[src/rtl/store_buffer.sv]
// Posted-write FIFO between the execute/memory stage and DataMemory: drains one store per
// free memory cycle and stalls loads whose word range overlaps any buffered store.
module store_buffer #(
  parameter int DEPTH = 4,
  parameter int CNT_W = $clog2(DEPTH) + 1
) (
  input  logic             clk,
  input  logic             rst_n,
  input  logic             st_valid,
  output logic             st_ready,
  input  logic [1:0]       st_op,
  input  logic [31:0]      st_addr,
  input  logic [31:0]      st_data,
  input  logic             ld_valid,
  input  logic [2:0]       ld_op,
  input  logic [31:0]      ld_addr,
  output logic             ld_stall,
  input  logic             drain_req,
  output logic             empty,
  output logic [CNT_W-1:0] count,
  output logic [2:0]       MemRead,
  output logic [1:0]       MemWrite,
  output logic [31:0]      Address,
  output logic [31:0]      dataToMem
);

  localparam int PTR_W = CNT_W - 1;

  localparam logic [1:0] MEMWRITE_SB = 2'b01;
  localparam logic [1:0] MEMWRITE_SH = 2'b10;
  localparam logic [2:0] MEMREAD_LB  = 3'b001;
  localparam logic [2:0] MEMREAD_LH  = 3'b010;
  localparam logic [2:0] MEMREAD_LBU = 3'b100;
  localparam logic [2:0] MEMREAD_LHU = 3'b101;

  logic [1:0]       op_q   [DEPTH];
  logic [31:0]      addr_q [DEPTH];
  logic [31:0]      data_q [DEPTH];
  logic [PTR_W-1:0] wrPtr_q, wrPtr_d;
  logic [PTR_W-1:0] rdPtr_q, rdPtr_d;
  logic [CNT_W-1:0] count_q, count_d;

  logic [2:0]       ldSize;
  logic [31:0]      ldEnd;
  logic [31:0]      stEnd  [DEPTH];
  logic [PTR_W-1:0] offset [DEPTH];
  logic             overlapHit;
  logic             loadIssue;
  logic             drain;
  logic             enq;

  always_comb begin
    ldSize = 3'd4;
    case (ld_op)
      MEMREAD_LB, MEMREAD_LBU: ldSize = 3'd1;
      MEMREAD_LH, MEMREAD_LHU: ldSize = 3'd2;
      default:                 ldSize = 3'd4;
    endcase
    ldEnd = ld_addr + {29'b0, ldSize} - 32'd1;
  end

  // An entry is live when its distance from the head is below the count; live entries
  // are compared on both words so misaligned accesses spanning a boundary are caught.
  always_comb begin
    overlapHit = 1'b0;
    for (int i = 0; i < DEPTH; i++) begin
      offset[i] = PTR_W'(i) - rdPtr_q;
      case (op_q[i])
        MEMWRITE_SB: stEnd[i] = addr_q[i];
        MEMWRITE_SH: stEnd[i] = addr_q[i] + 32'd1;
        default:     stEnd[i] = addr_q[i] + 32'd3;
      endcase
      if (({1'b0, offset[i]} < count_q) &&
          (addr_q[i][31:2] <= ldEnd[31:2]) &&
          (ld_addr[31:2] <= stEnd[i][31:2]))
        overlapHit = 1'b1;
    end
  end

  always_comb begin
    st_ready  = (count_q < CNT_W'(DEPTH)) && !drain_req;
    enq       = st_valid && st_ready && (st_op != 2'b00);
    ld_stall  = ld_valid && overlapHit;
    loadIssue = ld_valid && !ld_stall;
    drain     = (count_q != '0) && !loadIssue;
    empty     = (count_q == '0);
    count     = count_q;
    MemRead   = ld_op;
    MemWrite  = drain ? op_q[rdPtr_q] : 2'b00;
    Address   = loadIssue ? ld_addr : addr_q[rdPtr_q];
    dataToMem = data_q[rdPtr_q];

    wrPtr_d = enq   ? wrPtr_q + PTR_W'(1) : wrPtr_q;
    rdPtr_d = drain ? rdPtr_q + PTR_W'(1) : rdPtr_q;
    count_d = count_q;
    case ({enq, drain})
      2'b10:   count_d = count_q + CNT_W'(1);
      2'b01:   count_d = count_q - CNT_W'(1);
      default: count_d = count_q;
    endcase
  end

  always_ff @(posedge clk or negedge rst_n) begin
    if (!rst_n) begin
      wrPtr_q <= '0;
      rdPtr_q <= '0;
      count_q <= '0;
      for (int i = 0; i < DEPTH; i++) begin
        op_q[i]   <= 2'b00;
        addr_q[i] <= 32'h0;
        data_q[i] <= 32'h0;
      end
    end else begin
      wrPtr_q <= wrPtr_d;
      rdPtr_q <= rdPtr_d;
      count_q <= count_d;
      if (enq) begin
        op_q[wrPtr_q]   <= st_op;
        addr_q[wrPtr_q] <= st_addr;
        data_q[wrPtr_q] <= st_data;
      end
    end
  end

endmodule
[config.mk]
export PLATFORM = sky130hd
export DESIGN_NAME = store_buffer
export DESIGN_NICKNAME = d
export VERILOG_FILES = /design/src/rtl/store_buffer.sv
export SDC_FILE = /design/constraint.sdc
export NUM_CORES = 1
export LEC_CHECK = 0
export CORE_MARGIN = 3
export CORE_UTILIZATION = 50
export CTS_BUF_LIST = sky130_fd_sc_hd__clkbuf_4
export DETAILED_ROUTE_END_ITERATION = 8
export GPL_ROUTABILITY_DRIVEN = 0
export HOLD_SLACK_MARGIN = 0.15
export PLACE_DENSITY = 0.73
export SETUP_SLACK_MARGIN = 0.3
export SYNTH_ARGS = -nofsm -noshare
export SYNTH_HDL_FRONTEND = slang
export SYNTH_SLANG_ARGS = --single-unit
[constraint.sdc]
create_clock -name clk -period 21.2 [get_ports clk]
set_input_delay 2.12 -clock clk [delete_from_list [all_inputs] [get_ports clk]]
set_output_delay 2.12 -clock clk [all_outputs]
set_load 0.01 [all_outputs]
==> impl_metrics.ini <==
[worst_setup_path]
critPathSlowestCell = nand4_4
end_kind = output port
rrSetupSlack_ns = 12.70
crit_path_frequent_cell = a21oi_1
arrival_ns = 10.79
path_class = in2out
cp.required_ns = 19.08
critPathMaxStageDelay_ns = 0.96
path_max_fanout = 66
cp-start-kind = input port

[final_layout]
nFillCells = 3541
fin_cells = 2767
multi_input_area_um2 = 14000
final_common_cell = ha_1
fin_util = 0.584
seqCellArea_um2 = 6790
layout-drive-gt1-share = 0.221
nets = 2559
syn2layout_area_growth_pct = 15.3
final_cell_mix = ha_1 (276), dfrtp_1 (269), mux2_2 (264), clkdlybuf4s50_1 (179), nand2_1 (119)

[placed_design]
dp_cells = 2635
place_hpwl_um = 47500
portBuffers = 180
place_ws_ns = 8.45

[sta]
holdWs_ns = 0.501
max_freq_mhz = 77.4
rsz0062_at_grt = no
slew_viol_final = 0
finalCriticalPeriod_ns = 12.91
relSlewSlack = 0.216
setup_viol = 0
min_period_over_period = 0.609
fin_tns_setup_ns = 0
finClkSkew_ns = 0.0388
setup_slack_ns = 8.29
hold_viol = 0
worstMarginPinSlew_ns = 1.17

[yosys]
syn-num-nets = 2355
yosysWarnings = 0
async_flop_share = 1.00
syn-mean-instance-area_um2 = 10.8
syn_area_um2 = 21300
netlist_instances = 1971
synth-seq-cells = 271
synth_cell_type_count = 84
ys_seq_area_frac = 0.318
synthFlopType = dfrtp_1
synth_edf_count = 0

[grt]
antenna_found_initial = 2
grt-ovfl-total = 0
grt_pass1_wl_um = 98900
grt.total_usage = 0.283
grt_pass1_vias = 17671
grt_start_max_net_pins = 115

[clocking]
cts_max_path_buffers = 3
clk_latency_ns = 0.79
cts_hold_buf = 0
cts_tree = yes
cts-root-buf = clkbuf_4
cts.sinks = 271
post_cts_buffers = 0
clkSlewWorstSetupHoldPaths_ns = 0.05
cts_buffers = 77
cts-resized-gates = 0
htreeDepth = 3

[die]
ios = 181
die_area_um2 = 45100
initial_utilization = 0.507
die_x_um = 212
rows = 75
die_h_um = 212
core_area_um2 = 42000

[power]
switching_share = 0.422
pwr-share-comb = 0.563
p_switching_mw = 1.56
clkPwrFrac = 0.131
p_per_area_nw_per_um2 = 150
static-leakage-power_nw = 10.9
p_seq_frac = 0.306
power.internal_mw = 2.13
ir_drop_v = 0.0000983

[route]
drt_wl_total_um = 63600
wl_per_cell_um = 23.0
via_count = 17274
viasPerCell = 6.24
ant_nets = 0
drc = 0
drtIter0Drc = 1288
dr.pass1.iters = 5

[flow_run]
cap_violations = 0

[run_status]
status = finished, final reports clean

[hold_path]
hp-class = reg2reg
path summary, 6_finish.rpt:
path	from	end	depth (start not counted)
min in group asynchronous	rst_n	addr_q[107]$_DFFE_PN0P_	1
max in group asynchronous	rst_n	data_q[111]$_DFFE_PN0P_	3
hold reg to reg	data_q[42]$_DFFE_PN0P_	data_q[42]$_DFFE_PN0P_	1
setup reg to reg	op_q[0]$_DFFE_PN0P_	count[2]$_DFFE_PN0P_	31
hold / removal	data_q[42]$_DFFE_PN0P_	data_q[42]$_DFFE_PN0P_	1
setup / recovery	ld_op[0]	Address[0]	28
metal layers:
metal | GRT usage | wire [um]
met3 | 0.0760 | 5690
met2 | 0.451 | 29100
met5 | 0 | 15
met1 | 0.359 | 25800
met4 | 0.136 | 2960
critical path: cells and delay by family:
kind | cells | cell delay [ns]
xor gates and xnor gates | 1 | 0.38
adders and majority gates | 3 | 0.79
and+or+nand+nor | 9 | 2.64
muxes | 1 | 0.63
buffers and inverters | 2 | 0.97
AOI/OAI and AO/OA | 12 | 3.22
power groups by stage:
stage                     Sequential, mW  Clock [mW]  Combinational (mW)
after floorplan                    0.944           0                1.42
after global placement              1.11           0                1.99
after detailed placement            1.12           0                2.05
after CTS                           1.12       0.501                2.06
after global routing                1.16       0.528                2.27
final                               1.13       0.484                2.07
metrics by stage:
stage               cell area (um^2)  total power [mW]
CTS                            24600              3.68
detailed placement             23600              3.17
finish                         24600              3.68
floorplan                      21300              2.37
global route                   24600              3.96
global placement               23600              3.10
sequential cells by signal (all words and copies together), names as in the netlist:
name / count
addr_q: 128
data_q: 128
op_q: 8
count: 3
rdPtr_q: 2
wrPtr_q: 2
layout make-up:
| type | instances | share of cell area |
|---|---|---|
| multi-input cells | 1551 | 0.568 |
| well taps | 539 | 0.0275 |
| inverters | 85 | 0.0130 |
| repair buffers | 189 | 0.0763 |
| clock inverters | 27 | 0.00667 |
| diodes | 1 | 0.000102 |
| clock buffers | 104 | 0.0318 |
| flip-flops and latches | 271 | 0.276 |
logic make-up after synthesis:
kind of cell / share of synthesized area
DFF: 0.318
AOI/OAI and AO/OA: 0.103
and+or+nand+nor: 0.106
muxes: 0.211
xor gates and xnor gates: 0.0677
buffers and inverters: 0.0286
adders and majority gates: 0.165
cells in the mapped netlist (all sizes together), types with 12 or more instances:
master	instances	area share
ha	276	0.16
dfrtp	271	0.32
mux2	266	0.14
nand2	123	0.022
o21ai	107	0.027
a21oi	85	0.020
inv	85	0.015
xor2	81	0.033
xnor2	76	0.031
mux4	66	0.070
nor2	65	0.011
nand4	58	0.017
clkbuf	49	0.0086
nand3	49	0.012
a21o	37	0.013
nor3	29	0.0070
a211oi	21	0.0074
nand2b	21	0.0062
nor2b	16	0.0047
buf	15	0.0050
and2	14	0.0041
and3	14	0.0041
and4	13	0.0053
nor4	12	0.0038
No activity file was read; power rests on OpenSTA's default activity.
